$ cat src/rtl/daq_adc_reader_if.sv
// Sample stream from the ADC reader toward the capture FIFO.
// Each word carries its channel index and start/end-of-frame markers.
interface daq_adc_reader_if #(
  parameter int DATA_WIDTH = 16,
  parameter int CHAN_WIDTH = 3
);
  logic [DATA_WIDTH-1:0] sample_o;
  logic [CHAN_WIDTH-1:0] chan_o;
  logic                  sof_o;
  logic                  eof_o;
  logic                  valid_o;
  logic                  ready_i;

  modport master (
    output sample_o, chan_o, sof_o, eof_o, valid_o,
    input  ready_i
  );

  modport slave (
    input  sample_o, chan_o, sof_o, eof_o, valid_o,
    output ready_i
  );
endinterface

$ cat src/rtl/daq_adc_reader.sv
// Reads one frame of NUM_CHANNELS words from a parallel ADC after each busy fall.
// Each word is streamed out with valid/ready, and overlapping conversions are flagged.
module daq_adc_reader #(
  parameter int NUM_CHANNELS   = 8,
  parameter int CHAN_WIDTH     = 3,
  parameter int DATA_WIDTH     = 16,
  parameter int RD_LOW_CYCLES  = 3,
  parameter int RD_HIGH_CYCLES = 2
) (
  input  logic                  clk_i,
  input  logic                  reset_i,
  input  logic                  en_i,
  input  logic                  busy_i,
  input  logic [DATA_WIDTH-1:0] db_i,
  output logic                  cs_n_o,
  output logic                  rd_n_o,
  output logic                  overrun_o,
  output logic [15:0]           frame_count_o,
  daq_adc_reader_if.master      smp
);

  localparam int CNT_MAX = (RD_LOW_CYCLES > RD_HIGH_CYCLES) ? RD_LOW_CYCLES : RD_HIGH_CYCLES;
  localparam int CNT_W   = $clog2(CNT_MAX + 1);
  localparam logic [CNT_W-1:0]      LOW_LAST  = CNT_W'(RD_LOW_CYCLES - 1);
  localparam logic [CNT_W-1:0]      HIGH_LAST = CNT_W'(RD_HIGH_CYCLES - 1);
  localparam logic [CHAN_WIDTH-1:0] LAST_IDX  = CHAN_WIDTH'(NUM_CHANNELS - 1);

  typedef enum logic [1:0] {IDLE, RD_LOW, RD_HIGH, DRAIN} state_t;

  state_t                  state_q, state_d;
  logic                    sync1_q, sync1_d, sync2_q, sync2_d, busy_prev_q, busy_prev_d;
  logic [CNT_W-1:0]        cnt_q, cnt_d;
  logic [CHAN_WIDTH-1:0]   idx_q, idx_d;
  logic                    cs_n_q, cs_n_d, rd_n_q, rd_n_d;
  logic [DATA_WIDTH-1:0]   sample_q, sample_d;
  logic [CHAN_WIDTH-1:0]   chan_q, chan_d;
  logic                    sof_q, sof_d, eof_q, eof_d, valid_q, valid_d;
  logic                    overrun_q, overrun_d;
  logic [15:0]             frame_count_q, frame_count_d;
  logic                    fall_s, xfer_s;

  assign fall_s = busy_prev_q & ~sync2_q;
  assign xfer_s = valid_q & smp.ready_i;

  // Next-state logic: synchronizer, read sequencer, output register and status.
  always_comb begin
    state_d       = state_q;
    sync1_d       = busy_i;
    sync2_d       = sync1_q;
    busy_prev_d   = sync2_q;
    cnt_d         = cnt_q;
    idx_d         = idx_q;
    cs_n_d        = cs_n_q;
    rd_n_d        = rd_n_q;
    sample_d      = sample_q;
    chan_d        = chan_q;
    sof_d         = sof_q;
    eof_d         = eof_q;
    frame_count_d = frame_count_q;

    if (xfer_s) begin
      valid_d = 1'b0;
    end else begin
      valid_d = valid_q;
    end

    // A conversion finishing mid-frame is only recorded, never serviced.
    if (fall_s && (state_q != IDLE)) begin
      overrun_d = 1'b1;
    end else begin
      overrun_d = overrun_q;
    end

    case (state_q)
      IDLE: begin
        if (!en_i) begin
          overrun_d = 1'b0;
        end else if (fall_s) begin
          state_d = RD_LOW;
          cs_n_d  = 1'b0;
          rd_n_d  = 1'b0;
          idx_d   = '0;
          cnt_d   = '0;
        end else begin
          state_d = IDLE;
        end
      end
      RD_LOW: begin
        if (cnt_q == LOW_LAST) begin
          sample_d = db_i;
          chan_d   = idx_q;
          sof_d    = (idx_q == '0);
          eof_d    = (idx_q == LAST_IDX);
          valid_d  = 1'b1;
          rd_n_d   = 1'b1;
          cnt_d    = '0;
          state_d  = RD_HIGH;
        end else begin
          cnt_d = cnt_q + CNT_W'(1);
        end
      end
      RD_HIGH: begin
        // The output register must be free before the next strobe begins.
        if (cnt_q != HIGH_LAST) begin
          cnt_d = cnt_q + CNT_W'(1);
        end else if (!valid_q || xfer_s) begin
          if (idx_q == LAST_IDX) begin
            cs_n_d  = 1'b1;
            state_d = DRAIN;
          end else begin
            idx_d   = idx_q + CHAN_WIDTH'(1);
            rd_n_d  = 1'b0;
            cnt_d   = '0;
            state_d = RD_LOW;
          end
        end else begin
          state_d = RD_HIGH;
        end
      end
      DRAIN: begin
        if (!valid_q || xfer_s) begin
          frame_count_d = frame_count_q + 16'd1;
          state_d       = IDLE;
        end else begin
          state_d = DRAIN;
        end
      end
      default: begin
        state_d = IDLE;
        cs_n_d  = 1'b1;
        rd_n_d  = 1'b1;
      end
    endcase
  end

  // State and output registers with synchronous reset.
  always_ff @(posedge clk_i) begin
    if (reset_i) begin
      state_q       <= IDLE;
      sync1_q       <= 1'b1;
      sync2_q       <= 1'b1;
      busy_prev_q   <= 1'b1;
      cnt_q         <= '0;
      idx_q         <= '0;
      cs_n_q        <= 1'b1;
      rd_n_q        <= 1'b1;
      sample_q      <= '0;
      chan_q        <= '0;
      sof_q         <= 1'b0;
      eof_q         <= 1'b0;
      valid_q       <= 1'b0;
      overrun_q     <= 1'b0;
      frame_count_q <= 16'd0;
    end else begin
      state_q       <= state_d;
      sync1_q       <= sync1_d;
      sync2_q       <= sync2_d;
      busy_prev_q   <= busy_prev_d;
      cnt_q         <= cnt_d;
      idx_q         <= idx_d;
      cs_n_q        <= cs_n_d;
      rd_n_q        <= rd_n_d;
      sample_q      <= sample_d;
      chan_q        <= chan_d;
      sof_q         <= sof_d;
      eof_q         <= eof_d;
      valid_q       <= valid_d;
      overrun_q     <= overrun_d;
      frame_count_q <= frame_count_d;
    end
  end

  assign cs_n_o        = cs_n_q;
  assign rd_n_o        = rd_n_q;
  assign overrun_o     = overrun_q;
  assign frame_count_o = frame_count_q;
  assign smp.sample_o  = sample_q;
  assign smp.chan_o    = chan_q;
  assign smp.sof_o     = sof_q;
  assign smp.eof_o     = eof_q;
  assign smp.valid_o   = valid_q;

endmodule

$ cat src/flat_wrapper.sv
// flat-port wrapper written by rule: the top's interface ports become plain ports
module daq_adc_reader_flat 
#(
  parameter int NUM_CHANNELS   = 8,
  parameter int CHAN_WIDTH     = 3,
  parameter int DATA_WIDTH     = 16,
  parameter int RD_LOW_CYCLES  = 3,
  parameter int RD_HIGH_CYCLES = 2
)
  (clk_i, reset_i, en_i, busy_i, db_i, cs_n_o, rd_n_o, overrun_o, frame_count_o, smp_sample_o, smp_chan_o, smp_sof_o, smp_eof_o, smp_valid_o, smp_ready_i);
  daq_adc_reader_if #(.DATA_WIDTH(DATA_WIDTH), .CHAN_WIDTH(CHAN_WIDTH)) smp_i ();
  input  logic clk_i;
  input  logic reset_i;
  input  logic en_i;
  input  logic busy_i;
  input  logic [DATA_WIDTH-1:0] db_i;
  output logic cs_n_o;
  output logic rd_n_o;
  output logic overrun_o;
  output logic [15:0] frame_count_o;
  output wire logic [$bits(smp_i.sample_o)-1:0] smp_sample_o;
  output wire logic [$bits(smp_i.chan_o)-1:0] smp_chan_o;
  output wire logic [$bits(smp_i.sof_o)-1:0] smp_sof_o;
  output wire logic [$bits(smp_i.eof_o)-1:0] smp_eof_o;
  output wire logic [$bits(smp_i.valid_o)-1:0] smp_valid_o;
  input wire logic [$bits(smp_i.ready_i)-1:0] smp_ready_i;
  assign smp_sample_o = smp_i.sample_o;
  assign smp_chan_o = smp_i.chan_o;
  assign smp_sof_o = smp_i.sof_o;
  assign smp_eof_o = smp_i.eof_o;
  assign smp_valid_o = smp_i.valid_o;
  assign smp_i.ready_i = smp_ready_i;
  daq_adc_reader #(.NUM_CHANNELS(NUM_CHANNELS), .CHAN_WIDTH(CHAN_WIDTH), .DATA_WIDTH(DATA_WIDTH), .RD_LOW_CYCLES(RD_LOW_CYCLES), .RD_HIGH_CYCLES(RD_HIGH_CYCLES)) u_core (.clk_i(clk_i), .reset_i(reset_i), .en_i(en_i), .busy_i(busy_i), .db_i(db_i), .cs_n_o(cs_n_o), .rd_n_o(rd_n_o), .overrun_o(overrun_o), .frame_count_o(frame_count_o), .smp(smp_i));
endmodule
$ cat config.mk
export PLATFORM = sky130hd
export DESIGN_NAME = daq_adc_reader_flat
export DESIGN_NICKNAME = d
export VERILOG_FILES = /design/src/rtl/daq_adc_reader_if.sv /design/src/rtl/daq_adc_reader.sv /design/src/flat_wrapper.sv
export SDC_FILE = /design/constraint.sdc
export NUM_CORES = 1
export LEC_CHECK = 0
export CORE_ASPECT_RATIO = 1.5
export CORE_MARGIN = 1.5
export CORE_UTILIZATION = 44
export CTS_CLUSTER_DIAMETER = 80
export DETAILED_ROUTE_END_ITERATION = 16
export PLACE_DENSITY = 0.84
export SLEW_MARGIN = 25
export SYNTH_ARGS = -nofsm -noshare
export SYNTH_HDL_FRONTEND = slang
export SYNTH_SLANG_ARGS = --single-unit
$ cat constraint.sdc
create_clock -name clk_i -period 2.1 [get_ports clk_i]
set_input_delay 0.42 -clock clk_i [delete_from_list [all_inputs] [get_ports clk_i]]
set_output_delay 0.42 -clock clk_i [all_outputs]
set_load 0.02 [all_outputs]
# == Word level (Yosys, flattened, before mapping) ==
# Index checks and enable logic that the tools add are counted.
# op_classes
muxes,38
reduce_logical,15
bitwise,3
add_sub_neg,3
eq_ne,15
# op_table
op,count
2-bit 2-to-1 mux,12
"16-bit by 1-bit adder with 16-bit output, second input constant",1
1-bit 2-to-1 mux,16
3-bit 2-to-1 mux,5
6-bit AND reduction,2
"2-bit by 1-bit != test with 1-bit output, second input constant",5
2-bit case mux with 4 select lines,1
7-bit AND reduction,1
"2-bit == test, second input constant",3
"2-bit != test, second input constant",3
2-bit case mux with 3 select lines,1
3-bit case mux with 2 select lines,1
5-bit AND reduction,1
2-bit AND reduction,2
2-bit nonzero test,2
"3-bit by 1-bit adder with 3-bit output, second input constant",1
"3-bit == test, second input constant",1
3-bit logical NOT,1
"3-bit by 1-bit != test with 1-bit output, second input constant",1
"3-bit != test, second input constant",1
1-bit case mux with 3 select lines,1
3-bit AND reduction,1
3-bit nonzero test,1
"2-bit by 1-bit adder with 2-bit output, second input constant",1
other kinds (8),9
# word_totals
elab_cells,89
reg_bits,51
out_inout_bits,41

# == Logic depth before layout (Yosys ltp) ==
# Gate-level depths: netlist (run 1).
# depth
depth_word,6
depth_mapped,6
ltp_nobuf,6

# == Worst setup path before layout (run 1) ==
# Ideal clock, no wire load.
# synth_path
path_type,register to register
startpoint,reg u_core.frame_count_q[0] (netlist: u_core.frame_count_o[0])
endpoint,reg u_core.frame_count_q[14] (netlist: u_core.frame_count_o[14])
path_stages_with_launch,6
synth_period_minus_slack_ns,1.697
arrival_ns,1.627
slack_ns,0.403
cell_sequence,dfxtp_1 > ha_1 > and3_4 > nand3_2 > or4_1 > a21oi_1
# synth_via
elab_chain_len,1
# synth_rtl
element,line_no,source
from (decl),daq_adc_reader.sv:39,"logic [15:0] frame_count_q, frame_count_d;"
from (signal assigned),daq_adc_reader.sv:169,frame_count_q <= frame_count_d;
16-bit by 1-bit adder with 16-bit output,daq_adc_reader.sv:122,frame_count_d = frame_count_q + 16'd1;
# Every way passes these cells.
# A chain may end at the register's enable or synchronous reset.

# == Final worst setup path (run 1) ==
# layout_path
startpoint,reg u_core.state_q[0]
endpoint,reg u_core.idx_q[1]
# layout_via
elab_chain_len,3
word_cells_on_any_way,10
cone_classes,6 x eq/ne; 1 x mux; 3 x reduce/logical
# layout_rtl
element,line_no,source
from (decl),daq_adc_reader.sv:30,"state_t state_q, state_d;"
from (signal assigned),daq_adc_reader.sv:155,state_q <= state_d;
2-bit == test / 2-bit logical NOT (equally long branches),daq_adc_reader.sv:74,case (state_q)
"2-bit != test (no line), or another cell as far along",n/a,
6-bit AND reduction (no line),n/a,
to (signal assigned),daq_adc_reader.sv:160,idx_q <= idx_d;
to (decl),daq_adc_reader.sv:33,"logic [CHAN_WIDTH-1:0] idx_q, idx_d;"
# Several ways; a longest one is shown, not always the timed one.

==> impl_metrics.ini, run 1 <==
[detailed_routing]
first_pass_iters = 4
drc = 0
drtIter0Drc = 90
final_antenna_net_count = 0
wl_um = 5360
wl_per_cell_um = 13.4
dr_total_vias = 2167
routed_via_density = 5.40

[yosys]
synth_top_area_cell = dfxtp_1
synth_top_cells_by_area = dfxtp_1, nand2_1, a21oi_1
synth_most_common_cell = dfxtp_1
async_flop_share = 0
synth_cell_types = 47
syn_nets = 302
synth_edf_count = 0
yosys.area_share.adder = 0.0597
syn_inst = 270
synthFlopType = dfxtp_1
yosys_warnings = 0
synth_top_family_by_area = simple AND/OR/NAND/NOR gates
seq_area_frac_synth = 0.443
avgSynthCellArea_sq_um = 8.55
synth_top_area_share = 0.443
synth_area_sq_mm = 0.00231
synthMuxAreaShare = 0.00922
synth_xor_area_frac = 0.0304
synth-seq-cells = 51
synth_compound_area_frac = 0.176
ys_top_cells_by_count = dfxtp_1, nand2_1, a21oi_1
synth_simple_gate_area_frac = 0.250

[final_layout]
final_nets = 366
antenna_cells = 0
final_cells = 401
multi_input_area_sq_mm = 0.00121
area_growth_syn_to_layout_pct = 34.5
filler_cell_count = 476
drive_gt1_frac = 0.0841
ff_latch_area_sq_mm = 0.00102

[global_route]
gr-max-usage-layer = met2
grt_max_degree = 26
grt_pass1_wl_um = 9640
use_met3 = 0.0491
met1_usage = 0.220
grt_usage = 0.206
antenna_found_initial = 0
use_met2 = 0.380
overflow = 0
grt_pass1_vias = 2183

[setup_path]
cp_max_fo = 16
cp.required_ns = 2.32
path_buf_inv = 1
worstPathCellList = inv_1, ha_1, nor2b_1, a31oi_1, o21ai_0, a21oi_1
critical_path_class = register to register
cp-start-kind = register
worst_path_max_delay_cell = dfxtp_1
crit_arrival_ns = 2.10
end_kind = register
cp_top_family = compound AO/OA/AOI/OAI gates
critPathMaxStageDelay_ns = 0.42

[sta]
post-route-min-period_ns = 1.88
slew_headroom = 0.669
clock_skew_ns = 0.00653
fin_tns_setup_ns = 0
max_freq_mhz = 531
rsz0062_at_grt = no
setup_violations = 0
fin_ws_ns = 0.215
slew_violations = 0
min_period_over_period = 0.897
hold_viol_final = 0
worstMarginPinSlew_ns = 0.496

[hold_path]
hp-class = register to register

[clock_tree]
hold_buffers = 0
clk_latency_ns = 0.29
post-cts-setup-buffers = 0
clkTransAtPathRegs_ns = 0.09
cts_sinks = 51
root_buffer = clkbuf_8
ctsResizeCount = 0
cts_buffers = 5
htree_levels = 2
cts_tree = yes
max-clock-path-buffers = 2

[floorplanning]
die_h_um = 91.7
initial_core_util = 0.454
io_pins = 62
die_w_um = 62.1
dieArea_sq_mm = 0.00570
core-area_sq_mm = 0.00508
placementRows = 32

[placed_design]
dpl.hpwl_um = 3970
dp.cells = 395
dp_slack_ns = 0.103
placement.io_buffers = 61
gp_congestion = 0.833

[power]
leakagePower_uw = 0.00108
power.ir.vdd_worst_mv = 0.417
p_sw_uw = 350
switching_share = 0.217
intPower_uw = 1260
combPwrFrac = 0.072
pwr-share-seq = 0.608
power_density_mw_per_mm2 = 519
power.share.clock = 0.320
power_uw = 1610

[run]
drv_cap = 0

[status]
status = finished, final reports clean
## worst paths after layout
check                                        from                  to  slack, ns  cells after the start
worst min-delay path               u_core.sync1_q  u_core.busy_prev_d       0.41                      1
worst max register to register  u_core.state_q[0]     u_core.idx_q[1]       0.22                      6
worst min register to register     u_core.sync1_q  u_core.busy_prev_d       0.41                      1
worst max-delay path            u_core.state_q[0]     u_core.idx_q[1]       0.22                      6
## cell type report
type | count | area share
multi-input combinational | 200 | 0.391
sequential | 51 | 0.329
timing repair buffer | 70 | 0.222
tap | 68 | 0.0274
clock buffer | 6 | 0.0234
inverter | 6 | 0.00726
## power groups by stage
stage / Combinational, uW / Sequential [uW] / Clock (uW)
after floorplan: 48.3 / 1010 / 0
after global placement: 115 / 1000 / 0
after detailed placement: 117 / 1000 / 0
after CTS: 117 / 980 / 537
after global routing: 128 / 982 / 574
final: 116 / 980 / 516
## routing by layer
| layer | up-vias | routed length [um] |
|---|---|---|
| li1 | 1077 | - |
| met1 | 1015 | 2070 |
| met2 | 64 | 2950 |
| met3 | 11 | 237 |
| met4 | 0 | 107 |
| met5 | - | 0 |
## kinds of logic (layout without fill, tap and decap cells)
family          count (synthesis)  after routing
compound gates                 68             68
simple gates                  111            111
xor+xnor                        8              8
mux                             2              2
flops                          51             51
fa+ha+maj                      11             11
buf+inv                        19             82
## metrics by stage
step / area, sq um / hold WS, ns / utilization
6_report: 3100 / 0.412 / 0.610
5_1_grt: 3100 / 0.442 / 0.610
4_1_cts: 3100 / 0.413 / 0.610
3_5_place_dp: 3030 / 0.394 / 0.596
3_3_place_gp: 3030 / 0.391 / 0.596
2_1_floorplan: 2310 / 0.389 / -
## registers in the layout (all words and copies together), names as in the netlist, 2 cells and up
register / count
u_core.frame_count_o: 16
u_core.state_q: 2
u_core.idx_q: 3
u_core.smp.chan_o: 3
u_core.cnt_q: 2
u_core.smp.sample_o: 16
## placed cells by master, fill, tap and decap left out, types with 2 or more instances in the layout
| master | count |
|---|---|
| nand3_1 | 5 |
| nand4_1 | 11 |
| buf_4 | 8 |
| o41ai_1 | 2 |
| inv_1 | 6 |
| o21ai_0 | 12 |
| dfxtp_1 | 51 |
| ha_1 | 11 |
| nand2_1 | 48 |
| nor2_1 | 13 |
| or2_2 | 5 |
| o31ai_1 | 4 |
| clkdlybuf4s50_1 | 61 |
| or3_1 | 2 |
| xor2_1 | 8 |
| o311ai_0 | 2 |
| nor2b_1 | 5 |
| or4_1 | 2 |
| nand3b_1 | 3 |
| and2_1 | 2 |
| nand2b_1 | 3 |
| a21oi_1 | 35 |
| clkbuf_8 | 5 |
| a31oi_1 | 3 |
(Power assumes the default switching activity.)
==> run 2, diff against run 1 <==
==> constraint.sdc (replaced) <==
create_clock -name clk_i -period 2 [get_ports clk_i]
set_input_delay 0.4 -clock clk_i [delete_from_list [all_inputs] [get_ports clk_i]]
set_output_delay 0.4 -clock clk_i [all_outputs]
set_load 0.02 [all_outputs]
==> run 2 against run 1 <==
Highest routed layer unchanged. Cell count grew 1.0%. Non-clock buffer count grew 2. Routed wire length grew 4.9%.
==> impl_metrics.ini, run 2 (synthesis results as in run 1) <==
[sta]
clock_skew_ns = 0.00518
hold_viol_final = 0
max_freq_mhz = 552
setup_violations = 0
post-route-min-period_ns = 1.81
fin_tns_setup_ns = 0
slew_headroom = 0.715
worstMarginPinSlew_ns = 0.424
rsz0062_at_grt = no
min_period_over_period = 0.907
slew_violations = 0

[setup_path]
path_buf_inv = 1
cp-start-kind = register
worstRegToRegCells = 5
r2r_start = u_core.frame_count_o[0]
crit_arrival_ns = 1.41
cp_top_family = buffers and inverters
critPathMaxStageDelay_ns = 0.65
crit_cells = 1
worstPathCellList = clkdlybuf4s50_1
end_kind = output port
cp.required_ns = 1.60
worst_path_max_delay_cell = clkdlybuf4s50_1
cp_max_fo = 5
startpoint = u_core.frame_count_o[8]
critical_path_class = register to output port

[floorplanning]
dieArea_sq_mm = 0.00570
core-area_sq_mm = 0.00508
io_pins = 62
initial_core_util = 0.454
placementRows = 32
die_w_um = 62.1
die_h_um = 91.7

[global_route]
grt_usage = 0.205
grt_pass1_wl_um = 9540
grt_pass1_vias = 2086
antenna_found_initial = 0
grt_max_degree = 29
overflow = 0

[power]
p_sw_uw = 396
power_density_mw_per_mm2 = 625
leakagePower_uw = 0.00112
intPower_uw = 1590
combPwrFrac = 0.063
switching_share = 0.199
pwr-share-seq = 0.518
power.ir.vdd_worst_mv = 0.512
power.share.clock = 0.419

[detailed_routing]
dr_total_vias = 2197
first_pass_iters = 4
drc = 0
drtIter0Drc = 170
final_antenna_net_count = 0
wl_per_cell_um = 13.9
routed_via_density = 5.42
wl_um = 5630

[placed_design]
placement.io_buffers = 61
gp_congestion = 0.872
dpl.hpwl_um = 4140

[clock_tree]
ctsResizeCount = 0
clk_latency_ns = 0.30
cts_buffers = 5
max-clock-path-buffers = 2
root_buffer = clkbuf_8
cts_tree = yes
htree_levels = 2
clkTransAtPathRegs_ns = 0.09
hold_buffers = 0
cts_sinks = 51
post-cts-setup-buffers = 0

[final_layout]
antenna_cells = 0
final_nets = 368
layout_commonest_cell = clkdlybuf4s50_1
final_cell_mix = clkdlybuf4s50_1, dfxtp_1, nand2_1, a21oi_1, nor2_1
area_growth_syn_to_layout_pct = 37.8
fin_util = 0.625
filler_cell_count = 455
drive_gt1_frac = 0.0950

[hold_path]
hp-class = register to register
hold_start = u_core.sync1_q
hold_depth = 1

[run]
drv_cap = 0

[status]
status = finished, final reports clean
==> run 2: layer usage <==
layer	track usage	vias to the layer above	part of all wire
li1	-	1084	-
met1	0.224	1051	0.40
met2	0.385	56	0.55
met3	0.0344	6	0.039
met4	0.0852	0	0.017
met5	0	-	0
==> run 2: worst paths after layout <==
kind | endpoint | slack [ns]
max | frame_count_o[8] | 0.19
min | u_core.busy_prev_d | 0.42
max reg2reg | u_core.frame_count_o[14] | 0.28
min reg2reg | u_core.busy_prev_d | 0.42
==> run 2: area by class of cell <==
type / instances / area, sq um / share of cell area
tap: 68 / 85.1 / 0.0268
inverter: 6 / 22.5 / 0.00708
multi-input combinational: 200 / 1210 / 0.381
sequential: 51 / 1020 / 0.321
clock inverter: 2 / 60.1 / 0.0189
clock buffer: 6 / 72.6 / 0.0228
timing repair buffer: 72 / 706 / 0.222
==> run 2: per-stage QoR <==
stage | hold WS, ns | power, uW | area [sq um] | std cells | setup WS [ns]
finish | 0.416 | 1990 | 3180 | 405 | 0.187
global route | 0.442 | 2060 | 3180 | 405 | 0.0370
CTS | 0.418 | 2020 | 3180 | 405 | 0.176
detailed placement | 0.395 | 1180 | 3050 | 397 | 0.0505
global placement | 0.391 | 1170 | 3050 | 397 | 0.101
floorplan | 0.389 | 1110 | 2310 | 270 | 0.303
==> run 2: worst register-to-register path: stages, from the launching register on <==
cell and delay [ns]:
dfxtp_1 0.41, ha_1 0.21, and3_4 0.22, nand3_2 0.12, or4_1 0.54, a21oi_1 0.15
==> run 2: power by group through the flow <==
stage                     logic (uW)  clock network (uW)  registers [uW]
after detailed placement         124                   0            1050
final                            125                 834            1030
after global routing             135                 891            1030
after CTS                        126                 860            1030
after floorplan                 50.7                   0            1060
after global placement           122                   0            1050
